### config.mk
export PLATFORM = sky130hd
export DESIGN_NAME = seq_pattern_gen
export DESIGN_NICKNAME = d
export VERILOG_FILES = /design/src/rtl/seq_pattern_gen.sv
export SDC_FILE = /design/constraint.sdc
export NUM_CORES = 1
export LEC_CHECK = 0
export ABC_AREA = 0
export CAP_MARGIN = 20
export CORE_MARGIN = 4
export CORE_UTILIZATION = 50
export DETAILED_ROUTE_END_ITERATION = 10
export GPL_ROUTABILITY_DRIVEN = 0
export HOLD_SLACK_MARGIN = 0.08
export PLACE_DENSITY_LB_ADDON = 0.1
export SYNTH_ARGS = -nofsm -noshare
export SYNTH_HDL_FRONTEND = slang
export SYNTH_SLANG_ARGS = --single-unit
### constraint.sdc
create_clock -name clk -period 2.7 [get_ports clk]
set_input_delay 0.54 -clock clk [delete_from_list [all_inputs] [get_ports clk]]
set_output_delay 0.54 -clock clk [all_outputs]
set_load 0.01 [all_outputs]
### src/rtl/seq_pattern_gen.sv
// Serial bit-pattern transmitter: shifts a parallel word out LSB-first, one bit per DIV clocks, with run tracking.
// Optional PRBS7 source enabled by defining SEQ_GEN_PRBS_EN (adds the prbs_mode input).
module seq_pattern_gen #(
  parameter int W       = 8,
  parameter int DIV     = 2,
  parameter int RUN_LEN = 4,
  localparam int LW     = $clog2(W + 1)
) (
  input  logic          clk,
  input  logic          rst,
  input  logic          load_valid,
  output logic          load_ready,
  input  logic [W-1:0]  load_data,
  input  logic [LW-1:0] load_len,
`ifdef SEQ_GEN_PRBS_EN
  input  logic          prbs_mode,
`endif
  output logic          bit_out,
  output logic          bit_strobe,
  output logic          busy,
  output logic          done,
  output logic [3:0]    run_cnt,
  output logic          run_hit,
  output logic [1:0]    state_dbg
);

  // Handshake: a pattern transfers on a clock edge where load_valid && load_ready;
  // load_ready is high only in IDLE, so offers made during SHIFT/DONE are simply not taken.

  localparam int DW = (DIV > 1) ? $clog2(DIV) : 1;
  localparam logic [DW-1:0] DIV_LAST = DW'(DIV - 1);
  localparam logic [3:0]    RUN_MAX  = 4'(RUN_LEN);
  localparam logic [LW-1:0] LEN_FULL = LW'(W);

  typedef enum logic [1:0] {
    ST_IDLE  = 2'd0,
    ST_SHIFT = 2'd1,
    ST_DONE  = 2'd2
  } state_e;

  state_e        state_q, state_d;
  logic [W-1:0]  shreg_q, shreg_d;
  logic          bit_q, bit_d;
  logic          strobe_q, strobe_d;
  logic [DW-1:0] div_q, div_d;
  logic [LW-1:0] left_q, left_d;
  logic [3:0]    run_q, run_d;

  logic          accept;
  logic          period_end;
  logic          final_bit;
  logic          next_bit;
  logic [LW-1:0] len_eff;

`ifdef SEQ_GEN_PRBS_EN
  logic [6:0]    lfsr_q, lfsr_d;
  logic          prbs_q, prbs_d;
  logic [6:0]    seed;
`endif

  assign accept     = (state_q == ST_IDLE) && load_valid;
  assign period_end = (state_q == ST_SHIFT) && (div_q == DIV_LAST);
  assign final_bit  = (left_q == LW'(1));
  assign len_eff    = ((load_len == '0) || (load_len > LEN_FULL)) ? LEN_FULL : load_len;

`ifdef SEQ_GEN_PRBS_EN
  assign seed     = (load_data[6:0] == 7'd0) ? 7'h7F : load_data[6:0];
  assign next_bit = prbs_q ? lfsr_q[6] : shreg_q[0];
`else
  assign next_bit = shreg_q[0];
`endif

  // State register
  always_ff @(posedge clk) begin
    if (rst) begin
      state_q <= ST_IDLE;
    end else begin
      state_q <= state_d;
    end
  end

  // Next-state logic
  always_comb begin
    state_d = state_q;
    case (state_q)
      ST_IDLE:  if (load_valid) state_d = ST_SHIFT;
      ST_SHIFT: if (period_end && final_bit) state_d = ST_DONE;
      ST_DONE:  state_d = ST_IDLE;
      default:  state_d = ST_IDLE;
    endcase
  end

  // Datapath next values: a new bit launches on accept or at the end of a non-final bit period
  always_comb begin
    shreg_d  = shreg_q;
    bit_d    = bit_q;
    strobe_d = 1'b0;
    div_d    = div_q;
    left_d   = left_q;
    run_d    = run_q;
`ifdef SEQ_GEN_PRBS_EN
    lfsr_d   = lfsr_q;
    prbs_d   = prbs_q;
`endif
    if (accept) begin
      left_d   = len_eff;
      div_d    = '0;
      strobe_d = 1'b1;
      run_d    = 4'd1;
      bit_d    = load_data[0];
      shreg_d  = load_data >> 1;
`ifdef SEQ_GEN_PRBS_EN
      prbs_d   = prbs_mode;
      if (prbs_mode) begin
        bit_d  = seed[6];
        lfsr_d = {seed[5:0], seed[6] ^ seed[5]};
      end
`endif
    end else if (state_q == ST_SHIFT) begin
      if (period_end) begin
        div_d = '0;
        if (!final_bit) begin
          left_d   = left_q - 1'b1;
          strobe_d = 1'b1;
          bit_d    = next_bit;
          shreg_d  = shreg_q >> 1;
`ifdef SEQ_GEN_PRBS_EN
          lfsr_d   = {lfsr_q[5:0], lfsr_q[6] ^ lfsr_q[5]};
`endif
          if (next_bit == bit_q) begin
            run_d = (run_q >= RUN_MAX) ? RUN_MAX : run_q + 4'd1;
          end else begin
            run_d = 4'd1;
          end
        end
      end else begin
        div_d = div_q + 1'b1;
      end
    end
  end

  always_ff @(posedge clk) begin
    if (rst) begin
      shreg_q  <= '0;
      bit_q    <= 1'b0;
      strobe_q <= 1'b0;
      div_q    <= '0;
      left_q   <= '0;
      run_q    <= 4'd0;
`ifdef SEQ_GEN_PRBS_EN
      lfsr_q   <= 7'd0;
      prbs_q   <= 1'b0;
`endif
    end else begin
      shreg_q  <= shreg_d;
      bit_q    <= bit_d;
      strobe_q <= strobe_d;
      div_q    <= div_d;
      left_q   <= left_d;
      run_q    <= run_d;
`ifdef SEQ_GEN_PRBS_EN
      lfsr_q   <= lfsr_d;
      prbs_q   <= prbs_d;
`endif
    end
  end

  // Output logic
  always_comb begin
    load_ready = (state_q == ST_IDLE);
    busy       = (state_q == ST_SHIFT);
    done       = (state_q == ST_DONE);
    state_dbg  = state_q;
    bit_out    = bit_q;
    bit_strobe = strobe_q;
    run_cnt    = run_q;
    run_hit    = (run_q == RUN_MAX);
  end

endmodule
==> metrics.txt, run 1 <==
status finished clean; EDFF count, synth 0; Final HPWL DP approximately 1.8 mm; number of synthesized register bits 20; fraction of layout cells with a size suffix above 1 a little over an eighth; die span in x about 55 um; Placed Cells roughly 170; endpoints failing setup 0; Synth-to-Final Area Change 25.5%; Ys Warns 0; max-cap violations 0; Placed Area approximately 0.0014 mm^2; CTS Hold Bufs 0; worst hold path type reg -> reg; Critical Path AT ~1.6 ns; H-tree depth 1; detail-routed via count per cell slightly below 6; vias post-DR slightly above 1000; total CTS buffers 3; maximum VDD drop around 0.00040 V; Startpoint Class flop; synthesized instance count ~120; Clock Sink Count 20; Core ar. between 0.002 and 0.0025 mm^2; commonest cells after routing, fill and taps aside 26 x clkdlybuf4s50_1, 20 x dfxtp_1, 17 x nor2_1, 10 x nor3_1; Skew-Pair Late Insertion Delay around 0.3 ns; sequential-to-total area share from yosys stat between 30% and 40%; cell taking the most area after synthesis dfxtp_1; Synth async-reset ratio 0%; ANT cells 0; R2R depth 5; fmax roughly 0.47 GHz; vias in the first global route approximately 940; most common cell after layout, fill and taps aside clkdlybuf4s50_1; nets about 170; Total GRT Usage around 16%; Max-slew headroom a little under three fifths; Total Wirelength about 2.4 mm; Post-Syn Nets between 100 and 150; 1st-iter DRT viols 4; initial antenna violation count 0; drt first pass iters 4; CP max FO 4; Setup Fix Bufs, Post-CTS 0; drt drc 0; syn_area_per_cell a little over 9 um^2; die span in y about 55 um; largest net degree at the start of global routing 18; crit path kind reg -> out; Finished Cell Area 0.00141 mm^2; ratio of final minimum period to clock period between 70 and 80%; Yosys top cell area share around 36%; Yosys cell types 36; Worst setup EP type output pin; grt total ovfl 0; synth top area cells dfxtp_1 36%, a2111oi_2 11%, nor2_1 5.7%; Final Util ~69%; clk slew on worst S/H paths around 0.11 ns; Crit path required time 2.16 ns; Fillers 166; Hold Path Cell Cnt 2; RSZ-0062 raised after global routing no; Worst-Margin Slew 0.643 ns; Leak between 0.5 and 0.6 nW; CTS tree done; setup TNS 0 ns; fin crit period 2.14 ns; max-slew violations 0; Main synth FF type dfxtp_1; root buffer cell clkbuf_4; CTS Buffer Depth 2; clock skew 0.000694 ns; first-pass GRT wire length 4.09 mm; post-route ant nets 0; pwr/cell area around 470 mW/mm^2; number of hold violations in the final report 0; Initial Util 54.8%; post-CTS sizing 0; post-synthesis cell area approximately 0.0011 mm^2; non-filler cells, final between 150 and 200; IO Pins 27; die area between 0.003 and 0.004 mm^2; row count 16; wire per inst roughly 14 um; total power 663 uW; I/O Buffers 26
==> final timing paths <==
path	startpoint	end	slack, ns
worst max-delay path	run_cnt[0]	run_hit	0.56
worst min-delay path	shreg_q[6]	shreg_q[6]	0.52
worst max register to register	left_q[1]	left_q[1]	0.95
worst min register to register	shreg_q[6]	shreg_q[6]	0.52
==> kinds of logic (layout without fill, tap and decap cells) <==
group                    count (synthesis)  in the layout  synth area share [%]
AO/OA/AOI/OAI                           28             28                  23.8
XOR/XNOR                                 2              2                  1.56
AND/OR/NAND/NOR                         52             52                  26.7
buffers and inverters                   15             39                  7.71
adder cells (fa/ha/maj)                  4              4                  4.47
flip-flops                              20             20                  35.8
==> Yosys cell counts, types with 2 or more instances <==
cell	instances
a2111oi_2	8
a211oi_1	2
a21oi_1	8
and3_1	2
and3b_1	2
buf_2	3
buf_6	3
dfxtp_1	20
ha_1	4
inv_1	7
nand2_1	3
nand4_1	2
nor2_1	17
nor3_1	10
nor3b_1	2
nor4_1	3
o21ai_0	3
or3_1	2
or3b_1	2
xnor2_1	2
==> power by group <==
group / leakage (nW) / internal [mW] / switching [mW]
combinational: 0.344 / 0.0758 / 0.0745
clock: 0.0210 / 0.0823 / 0.0936
sequential: 0.165 / 0.317 / 0.0200
==> registers in the layout, indices dropped and copies added, names as in the netlist <==
signal	cells
shreg_q	7
state_dbg	2
bit_strobe	1
bit_out	1
div_q	1
left_q	4
run_cnt	4
==> layout make-up <==
type / count / area (um^2) / area share, %
tap: 27 / 33.8 / 2.40
clock buffer: 4 / 36.3 / 2.58
multi-input combinational: 86 / 633 / 45.1
timing repair buffer: 28 / 275 / 19.6
inverter: 7 / 26.3 / 1.87
sequential: 20 / 400 / 28.5
==> metal layers <==
| layer | global-route usage, % | share of wire, % | vias up | routed length [um] |
|---|---|---|---|---|
| met2 | 28.9 | 50 | 30 | 1210 |
| met4 | 5.21 | 1.2 | 0 | 28 |
| li1 | - | - | 495 | - |
| met3 | 4.66 | 5.2 | 4 | 127 |
| met1 | 18.2 | 44 | 483 | 1060 |
| met5 | 0 | 0 | - | 0 |
==> per-stage QoR <==
step	hold WS [ns]	worst slack [ns]
after CTS	0.514	0.561
final	0.520	0.561
after global routing	0.554	0.455
after global placement	0.493	0.603
after detailed placement	0.497	0.563
after floorplan	0.461	1.21
==> worst max-delay path: stages (launching register included) <==
cell and delay, ns:
dfxtp_1 0.40, inv_1 0.09, ha_1 0.19, and3b_1 0.15
clkdlybuf4s50_1 0.47
(Power assumes the default switching activity.)
==> run 2: changes to the inputs <==
CORE_UTILIZATION = 48   (was 50)
clock period = 2.1 ns   (was 2.7 ns; I/O delays follow)
==> run 2 against run 1 <==
Net effect: clock power up 84%; sequential share of layout area shrank 0.89 points; combinational power up 36%; sequential cell count stayed put; global-route usage barely moved; final cell count grew 1.7%; largest cell class unchanged.
==> metrics.txt, run 2 (synthesized netlist as in run 1, its figures left out) <==
status finished clean; Largest register FFs 7 (unchanged); initial antenna violation count 0 (unchanged); Final Util 65.6% (-3.3 points); most common cell after layout, fill and taps aside clkdlybuf4s50_1; Leak 0.552 nW (+4.2%); Total Wirelength 2.47 mm (+2.1%); drt first pass iters 4 (unchanged); Max stage delay on crit path 0.47 ns (about the same); row count 17 (+1); post-CTS sizing 0 (unchanged); HP Start div_q; 1st-iter DRT viols 26 (+22); maximum VDD drop 0.000467 V (+18%); clock skew 0.00668 ns (+0.00599 ns); max-cap violations 0 (unchanged); Buf/Inv on CP 2 (unchanged); Crit path required time 1.68 ns (-0.48 ns); number of hold violations in the final report 0 (unchanged); die span in y 56.3 um (+1.8%); clk slew on worst S/H paths 0.13 ns (+0.02 ns); R2R depth 4 (-1); Finished Cell Area 0.00145 mm^2 (+3.2%); GRT busiest layer met2; Placed Area 0.00140 mm^2 (+2.1%); CTS tree done; Startpoint Class flop; met3 Use GR 2.30% (-2.4 points); met1 Resource Use GR 18.8% (+0.57 points); total power 960 uW (+45%); H-tree depth 1 (unchanged); largest net degree at the start of global routing 18 (unchanged); Total GRT Usage 16.2% (about the same); reg2reg start left_q[0]; slowest CP cell clkdlybuf4s50_1; die area 0.00317 mm^2 (+3.6%); detail-routed via count per cell 5.75 (-2.3%); first-pass GRT wire length 4.17 mm (+2.0%); Worst-Margin Slew 0.530 ns (-0.113 ns); total CTS buffers 3 (unchanged); Core ar. 0.00221 mm^2 (+8.3%); CTS Hold Bufs 0 (unchanged); IO Pins 27 (unchanged); max-slew violations 0 (unchanged); Critical Path, Cell by Cell inv_1, ha_1, and3b_1, clkdlybuf4s50_1; fraction of layout cells with a size suffix above 1 14.3% (+1.2 points); Register Area 400 um^2 (unchanged); Fin Hold WS 0.521 ns (+0.000205 ns); setup TNS 0 ns (unchanged); RSZ-0062 raised after global routing no; pwr/cell area 662 mW/mm^2 (+40%); worst setup margin 0.0881 ns (-0.473 ns); Hold Path Cell Cnt 2 (unchanged); non-filler cells, final 175 (+1.7%); fin crit period approximately 2 ns; root buffer cell clkbuf_4; nets 167 (+1.2%); Critical Path AT 1.59 ns (about the same); vias post-DR 1006 (-0.59%); grt total ovfl 0 (unchanged); Final HPWL DP 1.83 mm (+2.1%); Max-slew headroom 64.6% (+7.4 points); Skew-Pair Late Insertion Delay 0.31 ns (about the same); ANT cells 0 (unchanged); Clock Sink Count 20 (unchanged); Fillers 196 (+18%); I/O Buffers 26 (unchanged); crit path kind reg -> out; fmax 0.497 GHz; worst hold path type reg -> reg; endpoints failing setup 0 (unchanged); Synth-to-Final Area Change 29.5%; Initial Util 50.6% (-4.2 points); die span in x 56.3 um (+1.8%); vias in the first global route 976 (+3.5%); CP max FO 4 (unchanged); Biggest register shreg_q; wire per inst 14.1 um (+0.35%); Worst setup EP type output pin; grt met2 use 29.9% (+1.0 points); CTS Buffer Depth 2 (unchanged); post-route ant nets 0 (unchanged); drt drc 0 (unchanged); flop2flop setup slack 0.45 ns (-0.50 ns); multi-input logic area 633 um^2 (unchanged); Worst Hold Path EP state_dbg[1]; Setup Fix Bufs, Post-CTS 0 (unchanged); RR Endpoint left_q[2]; crit-path leading delay family buffers and inverters; ratio of final minimum period to clock period about 96%; commonest cells after routing, fill and taps aside 26 x clkdlybuf4s50_1, 20 x dfxtp_1, 17 x nor2_1, 10 x nor3_1; Placed Cells 171 (+1.8%); Post-Place Setup Slack 0.284 ns (-0.278 ns)
[run 2: cell count changes in the layout (fill, tap and decap cells not counted)]
cell / before / now
buf_12: 0 / 1
buf_4: 2 / 3
bufinv_16: 0 / 1
clkbuf_8: 1 / 0
[run 2: worst reg2reg max path: cells and delay by family, from the launching register on]
family | cells | cell delay [ns]
DFF | 1 | 0.41
AOI/OAI and AO/OA | 1 | 0.33
adders and majority gates | 1 | 0.19
and+or+nand+nor | 2 | 0.61
[run 2: worst max-delay path by stage]
stage,end,startpoint,cells past startpoint,slack [ns]
after floorplan,left_q[1],left_q[1],6,0.64
after global placement,left_q[3],load_valid,5,0.31
after detailed placement,left_q[1],load_valid,5,0.28
after CTS,run_hit,run_cnt[0],4,0.08
after global routing,run_hit,run_cnt[0],4,0.008
final,run_hit,run_cnt[0],4,0.09
[run 2: area by class of cell]
cell class | count | area share (%)
multi-input cells | 86 | 43.7
flip-flops and latches | 20 | 27.6
repair buffers | 30 | 20.9
well taps | 28 | 2.42
clock inverters | 1 | 2.07
inverters | 7 | 1.81
clock buffers | 3 | 1.55
[run 2: layer usage]
metal	up-vias	wire length [um]
met5	-	0
met4	0	18
met3	2	120
met2	27	1270
met1	479	1070
li1	498	-
[run 2: power by group]
group	switching (mW)	leakage, nW	internal (mW)
registers	0.0252	0.165	0.407
logic	0.0986	0.359	0.105
clock network	0.131	0.0279	0.193
total	0.255	0.552	0.705
